--- src/rtl/psum_pool_quant.sv ---
// rtl/psum_pool_quant.sv - 2x2 stride-2 max pool and shift/saturate requant of the post-ReLU psum stream
//
// Ports:
//   clk, rst_n    rising-edge clock, asynchronous active-low reset
//   cfg_row_len   conv output row length in pixels (static during a frame)
//   cfg_shift     requant right shift, 0..24 (static during a frame)
//   frame_start   synchronous counter clear; a coincident beat becomes row 0 col 0
//   in_data       post-ReLU pixel (unsigned), qualified by in_valid, raster order
//   out_data      pooled, requantized activation (holds between pulses)
//   out_valid     single-cycle pulse per pooled pixel
//   out_last      marks the last pooled pixel of a pooled row

module psum_pool_quant #(
  parameter int DATA_W   = 25,
  parameter int OUT_W    = 8,
  parameter int MAX_COLS = 60,
  parameter int COL_W    = 6,
  parameter int SH_W     = 5
) (
  input  logic              clk,
  input  logic              rst_n,
  input  logic [COL_W-1:0]  cfg_row_len,
  input  logic [SH_W-1:0]   cfg_shift,
  input  logic              frame_start,
  input  logic [DATA_W-1:0] in_data,
  input  logic              in_valid,
  output logic [OUT_W-1:0]  out_data,
  output logic              out_valid,
  output logic              out_last
);

  localparam int                LB_DEPTH   = MAX_COLS / 2;
  localparam logic [COL_W-1:0]  COL_ONE    = COL_W'(1);
  localparam logic [COL_W-1:0]  MAX_COLS_C = COL_W'(MAX_COLS);
  localparam logic [DATA_W-1:0] SAT_VAL    = DATA_W'((1 << OUT_W) - 1);

  logic [COL_W-1:0]  col_cnt;
  logic              row_odd;
  logic [DATA_W-1:0] pair_reg;
  logic [DATA_W-1:0] line_buf [LB_DEPTH];

  logic [COL_W-1:0]  col_eff;
  logic              row_eff;
  logic [COL_W-1:0]  even_len;
  logic              col_wrap;
  logic              pair_ok;
  logic [COL_W-2:0]  lb_idx;
  logic [DATA_W-1:0] hmax;
  logic [DATA_W-1:0] lb_rd;
  logic [DATA_W-1:0] pooled;
  logic [DATA_W-1:0] shifted;
  logic [OUT_W-1:0]  quant;

  // frame_start overrides the position so a coincident beat is processed as
  // row 0 col 0 through the same datapath as any other beat.
  always_comb begin
    col_eff  = frame_start ? '0 : col_cnt;
    row_eff  = frame_start ? 1'b0 : row_odd;
    even_len = cfg_row_len & ~COL_ONE;
    // cfg_row_len of 0 compares against all-ones, so the counter wraps naturally.
    col_wrap = (col_eff == cfg_row_len - COL_ONE);
    // Only complete column pairs pool; a trailing odd column is counted but dropped.
    pair_ok  = col_eff[0] && (col_eff < even_len) && (col_eff < MAX_COLS_C);
    lb_idx   = col_eff[COL_W-1:1];
    hmax     = (in_data > pair_reg) ? in_data : pair_reg;
    lb_rd    = line_buf[lb_idx];
    pooled   = (hmax > lb_rd) ? hmax : lb_rd;
    shifted  = pooled >> cfg_shift;
    quant    = (shifted > SAT_VAL) ? '1 : shifted[OUT_W-1:0];
  end

  always_ff @(posedge clk or negedge rst_n) begin
    if (!rst_n) begin
      col_cnt   <= '0;
      row_odd   <= 1'b0;
      pair_reg  <= '0;
      out_data  <= '0;
      out_valid <= 1'b0;
      out_last  <= 1'b0;
    end else begin
      out_valid <= 1'b0;
      out_last  <= 1'b0;
      if (frame_start) begin
        col_cnt  <= '0;
        row_odd  <= 1'b0;
        pair_reg <= '0;
      end
      if (in_valid) begin
        col_cnt <= col_wrap ? '0 : col_eff + COL_ONE;
        if (col_wrap) begin
          row_odd <= ~row_eff;
        end
        if (!col_eff[0]) begin
          pair_reg <= in_data;
        end
        if (pair_ok && row_eff) begin
          out_valid <= 1'b1;
          out_data  <= quant;
          out_last  <= (col_eff == even_len - COL_ONE);
        end
      end
    end
  end

  // Line buffer holds the even row's horizontal maxima; contents need no reset
  // because every odd-row read is preceded by an even-row write to that slot.
  always_ff @(posedge clk) begin
    if (in_valid && pair_ok && !row_eff) begin
      line_buf[lb_idx] <= hmax;
    end
  end

endmodule

--- config.mk ---
export PLATFORM = sky130hd
export DESIGN_NAME = psum_pool_quant
export DESIGN_NICKNAME = d
export VERILOG_FILES = /design/src/rtl/psum_pool_quant.sv
export SDC_FILE = /design/constraint.sdc
export NUM_CORES = 1
export LEC_CHECK = 0
export BUFFER_PORTS_ARGS = -buffer_cell sky130_fd_sc_hd__buf_2
export CAP_MARGIN = 20
export CORE_MARGIN = 4
export CORE_UTILIZATION = 60
export DETAILED_ROUTE_END_ITERATION = 10
export PLACE_DENSITY = 0.76
export SKIP_LAST_GASP = 1
export SYNTH_ARGS = -nofsm -noshare
export SYNTH_HDL_FRONTEND = slang
export SYNTH_SLANG_ARGS = --single-unit
export TNS_END_PERCENT = 10
--- constraint.sdc ---
create_clock -name clk -period 10.3 [get_ports clk]
set_clock_uncertainty 0.2 [all_clocks]
set_input_delay 3.09 -clock clk [delete_from_list [all_inputs] [get_ports clk]]
set_output_delay 3.09 -clock clk [all_outputs]
set_load 0.005 [all_outputs]
# Yosys cells after proc, flatten, opt, wreduce, memory -nomap -nowiden

Memory sizes are Yosys's and may differ from the RTL's.
Index checks and enable logic that the tools add are counted.
Widths: inputs -> output; s select.

Logic and storage cells: 44
Bits in latches: 0
RAM bits: 750
Output and inout bits: 10
Memories kept: 1
Register bits after elaboration: 42
Bits in read-only memories: 0

Memories:

| name     | words | bits a word | rd ports | clocked after Yosys merged registers in | wr ports | RTL line | RTL |
|---|---|---|---|---|---|---|---|
| line_buf | 30    | 25          | 1        | 0                                       | 1        | 40       | `logic [DATA_W-1:0] line_buf [LB_DEPTH];` |

Div/mod/pow operators: 0
Equal/unequal tests: 2
Reduce and logical (&&, ||, !) cells: 7
Magnitude comparators: 5
Bitwise logic cells: 1
Mux-type cells: 18
$add $sub $neg: 3
Multipliers: 0
Shift operators: 1

Operator list:

| cell                | count |
|---|---|
| $mux 25             | 5 |
| $gt 25x25->1        | 2 |
| $gt 25x8->1 const B | 1 |
| $shr 25x5->25       | 1 |
| $mux 6              | 3 |
| $eq 6x6->1          | 2 |
| $sub 6x1->6 const B | 2 |
| $mux 1              | 9 |
| $mux 8              | 1 |
| $add 6x1->6 const B | 1 |
| $lt 6x6->1          | 1 |
| $lt 6x6->1 const B  | 1 |
| $logic_and 1x1->1   | 5 |
| $reduce_and 2->1    | 1 |
| $logic_not 1->1     | 1 |
| $not 1->1           | 1 |

# Logic depth before layout (Yosys ltp)

Depth after elaboration: 8
Depth in mapped cells: 29

# Worst setup path after synthesis

Ideal clock, no wire load.

Kind: input to register
Start point: input port in_data[6]
End point: register out_data[2]
Stages on the path: 24
Buffers on the path: 3
Setup slack: 1.345 ns
Arrival time: 8.629 ns
Library setup time: 0.126 ns
Data required time: 9.974 ns
Cells stage by stage: ha_1 > a211oi_1 > nor2_1 > a2111oi_2 > nor3b_2 > nor2_4 > buf_6 > buf_2 > mux2_2 > ha_1 > a21o_1 > nand3_1 > a21oi_1 > or4_1 > a31oi_2 > clkbuf_2 > o21ai_0 > o21a_1 > mux4_2 > o2bb2ai_1 > a211oi_1 > a31o_1 > a41oi_2 > o32a_1

Longest elaborated chain between the ends: 7

RTL lines:

| element              | RTL line | RTL |
|---|---|---|
| start, declared      | 25       | `input logic [DATA_W-1:0] in_data,` |
| $gt 25x25->1 (*)     | 65       | `hmax = (in_data > pair_reg) ? in_data : pair_reg;` |
| $mux 25 (*)          | 65       |  |
| named net hmax[18]   | 48       | `logic [DATA_W-1:0] hmax;` |
| $gt 25x25->1         | 67       | `pooled = (hmax > lb_rd) ? hmax : lb_rd;` |
| $mux 25 (*)          | 67       |  |
| $shr 25x5->25 (*)    | 68       | `shifted = pooled >> cfg_shift;` |
| $gt 25x8->1          | 69       | `quant = (shifted > SAT_VAL) ? '1 : shifted[OUT_W-1:0];` |
| $mux 8 (*)           | 69       |  |
| end signal, assigned | 98       | `out_data <= quant;` |
| end, declared        | 27       | `output logic [OUT_W-1:0] out_data,` |

Mark *: on every way through the listed nets, which the timed path passes. The rest lies on a longest branch.
A chain may end at the register's enable or synchronous reset.

# Worst setup path in the final report

Start point: input port frame_start
End point: register out_data[3]

Longest elaborated chain between the ends: 7
Elaborated cells between the ends (all ways): 14

RTL lines:

| element         | RTL line | RTL |
|---|---|---|
| start, declared | 24       | `input logic frame_start,` |
| $mux 6          | --       |  |
| $mem_v2 30x25   | --       |  |
| $gt 25x25->1    | 67       |  |
| $mux 25         | 67       |  |
| $shr 25x5->25   | 68       |  |
| $gt 25x8->1     | 69       |  |
| $mux 8          | 69       |  |

Parallel ways exist; a longest one is shown, timed or not.

==> metrics.md <==
| Metric | Value |
|---|---|
| Number of unique standard cell types used by synthesis | `101` |
| Fraction of layout cells with a size suffix above 1 | `15.9%` |
| Antenna Violating Nets Remaining | `0` |
| Area of the die | `0.0621 mm²` |
| Static Leak | `12.9 nW` |
| Basic-gate share of the synthesized area counting and, or, nand and nor cells | `6.08%` |
| Final standard cell utilization of the core | `67.4%` |
| Outcome | `finished clean` |
| Number of endpoints with negative hold slack in the final report | `0` |
| Maximum clock path buffer count | `3` |
| Worst-margin pin slew | `1.18 ns` |
| Summed instance area of the synthesized netlist | `0.0349 mm²` |
| Yosys warnings | `0` |
| Top flip-flop cell by instance count after synthesis | `sky130_fd_sc_hd__edfxtp_1` |
| Number of synthesized flops with an enable pin | `750` |
| P&R area growth vs syn | `11.2%` |
| Share of synthesized cell area in full adder, half adder and majority cells | `2.12%` |
| Clock network power share | `38.8%` |
| Post-route DRC violation count | `0` |
| Total number of H-tree levels | `3` |
| Count of standard-cell rows | `88` |
| Setup slack after placement | `0.366 ns` |
| Clock buffer count from CTS | `79` |
| Relative slew slack | `21.4%` |
| Remaining global-route overflow | `0` |
| Port Buffers | `49` |
| Post-synthesis net count | `2,471` |
| Routability Congestion | `0.927` |
| Terminating pin of the worst hold path | `out_data[2]$_DFFE_PN0P_` |
| Number of instances on the worst hold path | `1` |
| Core Area | `0.0576 mm²` |
| Placed inst area | `0.0362 mm²` |
| Worst min path class | `reg -> reg` |
| Cell class contributing the biggest share of worst-path delay | `compound AO/OA/AOI/OAI gates` |
| Power Density | `191 mW/mm²` |
| Detailed-placement wirelength estimate | `60,200 µm` |
| Part of the total power dissipated in combinational logic | `11.8%` |
| Proportion of synthesized chip area in sequential cells | `67.6%` |
| Synth Instances | `2,372` |
| Commonest non-fill, non-tap cells in the layout | `sky130_fd_sc_hd__edfxtp_1, sky130_fd_sc_hd__mux2i_1, sky130_fd_sc_hd__a21oi_1` |
| IR Drop Worst-Case VDD | `0.170 mV` |
| Main combinational cell family by area after synthesis | `compound AO/OA/AOI/OAI gates` |
| Synthesized area per cell | `14.7 µm²` |
| Diode count | `0` |
| Internal | `0.00562 W` |
| Root buf cell | `sky130_fd_sc_hd__clkbuf_16` |
| Die width | `249 µm` |
| Wire length of the first global-routing pass | `147,000 µm` |
| Register share of total power | `49.4%` |
| Register-to-Register Setup Slack | `2.13 ns` |
| Clock latency reported for the late side of the worst-skew pair | `0.63 ns` |
| Most common cell after layout, fill and taps aside | `sky130_fd_sc_hd__edfxtp_1` |
| Reg2reg end | `out_data[3]$_DFFE_PN0P_` |
| Final period demand of the worst path | `9.49 ns` |
| Post-layout worst setup margin | `0.811 ns` |
| Fraction of registers with async set or reset after synthesis | `5.30%` |
| Hold Path Origin | `out_data[2]$_DFFE_PN0P_` |
| CTS clk-pin slew, worst paths | `0.06 ns` |
| Switch share | `24.4%` |
| Via count of the routed design | `22,700` |
| FF+latch count, synth | `792` |
| Arrival time reported for the critical path endpoint | `9.80 ns` |
| Hold_buf cts | `0` |
| Number of violations reported at the end of detailed-routing iteration 0 | `3,308` |
| Max FO, Critical Path | `78` |
| Clock tree from TritonCTS | `built` |
| RSZ-0062 raised after global routing | `false` |
| Clk sinks | `792` |
| Worst-path cell chain | `buf_6, buf_4, buf_4, o221ai_1, a21boi_0, nor4_1, ha_1, nand4_1, o22ai_1, a211oi_1, o21ai_0, a31oi_2, nor2_1, a31oi_1, mux2i_1, mux4_2, nand3_1, o32ai_2, a41oi_2, o32a_1` |
| Worst Hold Slack | `0.306 ns` |
| Global Route Usage Sum | `31.8%` |
| Post-Synth XOR/XNOR Area | `0.377%` |
| Fraction of synthesized area in multiplexers | `8.19%` |
| Max Clk Rate | `105 MHz` |
| Number of search-and-repair iterations in the first detailed-routing pass | `5` |
| Antenna violations before repair | `1` |
| Required time of the critical path | `10.61 ns` |
| Switching power summed over all nets | `0.00181 W` |
| # setup viols final | `0` |
| Max Slew Vio Count | `0` |
| Via count of the first global-routing pass | `21,900` |
| Worst Reg-to-Reg Cells | `22` |
| Overall die height | `249 µm` |
| Critical path buffer and inverter count | `3` |
| Compound-cell area share of the yosys netlist | `12.5%` |
| Kind of start point of the critical path | `primary input` |
| Cell with the most instances on the worst path | `sky130_fd_sc_hd__buf_4` |
| Critical Path Sink Type | `register` |
| Portion of the clock cycle consumed by the worst path in the final layout | `92.1%` |
| Detail-routed via count per cell | `6.96` |
| Count of boundary I/O pins | `50` |
| Buffers inserted during post-CTS setup optimization | `0` |
| Worst reg2reg path startpoint | `col_cnt[1]$_DFF_PN0_` |
| Post-route cell area | `0.0388 mm²` |
| Effective utilization at floorplan | `60.6%` |
| Total detailed-routing wirelength | `101,000 µm` |
| Number of nets at the end of the flow | `2,533` |
| Flip-flop count of the largest register, all copies and words added | `750` |
| Maximum number of pins on one net before global-route repair | `124` |
| CP max stage cell | `sky130_fd_sc_hd__buf_4` |
| Number of maximum-capacitance violations | `0` |
| Category of the most critical setup path | `in -> reg` |
| Routed wire length per instance | `31.0 µm` |
| Sum Neg Setup Slack | `0 ns` |
| Post-cts sizing count | `0` |
| Critical Path Max Stage Delay | `0.79 ns` |
-- power groups by stage --
| stage | registers, W | logic (W) | clock network [W] |
|---|---|---|---|
| after detailed placement | 0.00374 | 0.000856 | 0 |
| after global placement | 0.00373 | 0.000839 | 0 |
| after floorplan | 0.00372 | 0.000602 | 0 |
| after CTS | 0.00367 | 0.000860 | 0.00289 |
| final | 0.00367 | 0.000879 | 0.00288 |
| after global routing | 0.00367 | 0.000941 | 0.00304 |
-- stage by stage --
stage          std cells  power, W
2_1_floorplan       2372   0.00432
3_3_place_gp        3116   0.00457
3_5_place_dp        3116   0.00459
4_1_cts             3259   0.00742
5_1_grt             3261   0.00765
6_report            3261   0.00742
-- metal layers --
| metal | part of all wire, % | vias to the layer above | track usage, % |
|---|---|---|---|
| met4 | 4.4 | 2 | 13.1 |
| li1 | - | 9588 | - |
| met2 | 46 | 1565 | 49.2 |
| met5 | 0.012 | - | 0 |
| met1 | 38 | 11300 | 44.5 |
| met3 | 12 | 268 | 7.03 |
-- cells in the mapped netlist (16+ instances only) --
library cell                instances  area [µm²]
sky130_fd_sc_hd__a21oi_1          164         821
sky130_fd_sc_hd__a221oi_1          27         236
sky130_fd_sc_hd__a2bb2oi_1         40         350
sky130_fd_sc_hd__buf_2             47         235
sky130_fd_sc_hd__buf_6             16         180
sky130_fd_sc_hd__clkbuf_1          64         240
sky130_fd_sc_hd__dfrtp_1           42        1050
sky130_fd_sc_hd__edfxtp_1         750       22500
sky130_fd_sc_hd__ha_1              59         738
sky130_fd_sc_hd__inv_1             51         191
sky130_fd_sc_hd__mux2_2            38         428
sky130_fd_sc_hd__mux2i_1          200        2000
sky130_fd_sc_hd__nand2_1          118         443
sky130_fd_sc_hd__nand2b_1          25         156
sky130_fd_sc_hd__nand3_1           17        85.1
sky130_fd_sc_hd__nand4_1           23         144
sky130_fd_sc_hd__nor2_1           115         432
sky130_fd_sc_hd__nor3_1            23         115
sky130_fd_sc_hd__nor3b_1           16         120
sky130_fd_sc_hd__o21a_1            17         128
sky130_fd_sc_hd__o21ai_0           70         350
sky130_fd_sc_hd__o221ai_1          90         788
sky130_fd_sc_hd__o22ai_1           31         194
sky130_fd_sc_hd__o31ai_1           27         203
-- layout make-up --
| cell class | instances | area, µm² |
|---|---|---|
| sequential | 792 | 23600 |
| fill | 3883 | 18800 |
| multi-input combinational | 1362 | 10500 |
| clock buffer | 102 | 2120 |
| timing repair buffer | 141 | 1020 |
| tap | 765 | 957 |
| clock inverter | 41 | 438 |
| inverter | 58 | 218 |
-- worst register-to-register path, cell delays in order, from the launching register on --
cell and delay, ns:
sky130_fd_sc_hd__dfrtp_4 0.90, sky130_fd_sc_hd__buf_12 0.74, sky130_fd_sc_hd__nand2b_2 0.18, sky130_fd_sc_hd__inv_2 0.46, sky130_fd_sc_hd__buf_4 0.36, sky130_fd_sc_hd__mux2i_1 0.26, sky130_fd_sc_hd__o2111ai_1 0.16, sky130_fd_sc_hd__nor4bb_1 0.61
sky130_fd_sc_hd__buf_4 0.24, sky130_fd_sc_hd__ha_1 0.12, sky130_fd_sc_hd__nand4_1 0.12, sky130_fd_sc_hd__o22ai_1 0.17, sky130_fd_sc_hd__a211oi_1 0.08, sky130_fd_sc_hd__o21ai_0 0.34, sky130_fd_sc_hd__a31oi_2 0.24, sky130_fd_sc_hd__nor2_1 0.54
sky130_fd_sc_hd__a31oi_1 0.29, sky130_fd_sc_hd__mux2i_1 0.53, sky130_fd_sc_hd__mux4_2 0.36, sky130_fd_sc_hd__nand3_1 0.10, sky130_fd_sc_hd__o32ai_2 0.35, sky130_fd_sc_hd__a41oi_2 0.29, sky130_fd_sc_hd__o32a_1 0.42
-- worst max path at each step --
stage,to,cells after the start,slack (ns),from
6_report,out_data[3]$_DFFE_PN0P_,20,0.81,frame_start
5_1_grt,out_data[2]$_DFFE_PN0P_,22,0.59,in_data[4]
4_1_cts,out_data[3]$_DFFE_PN0P_,22,1.00,in_data[6]
3_5_place_dp,out_data[3]$_DFFE_PN0P_,22,0.37,in_data[4]
3_3_place_gp,out_data[2]$_DFFE_PN0P_,22,0.60,in_data[4]
2_1_floorplan,out_data[2]$_DFFE_PN0P_,24,1.34,in_data[6]
-- kinds of logic after synthesis --
logic type	count (synthesis)
compound gates	614
flops	792
xor+xnor	15
mux	260
buf+inv	218
fa+ha+maj	59
simple gates	414
Power figures use the tool's default switching activity.
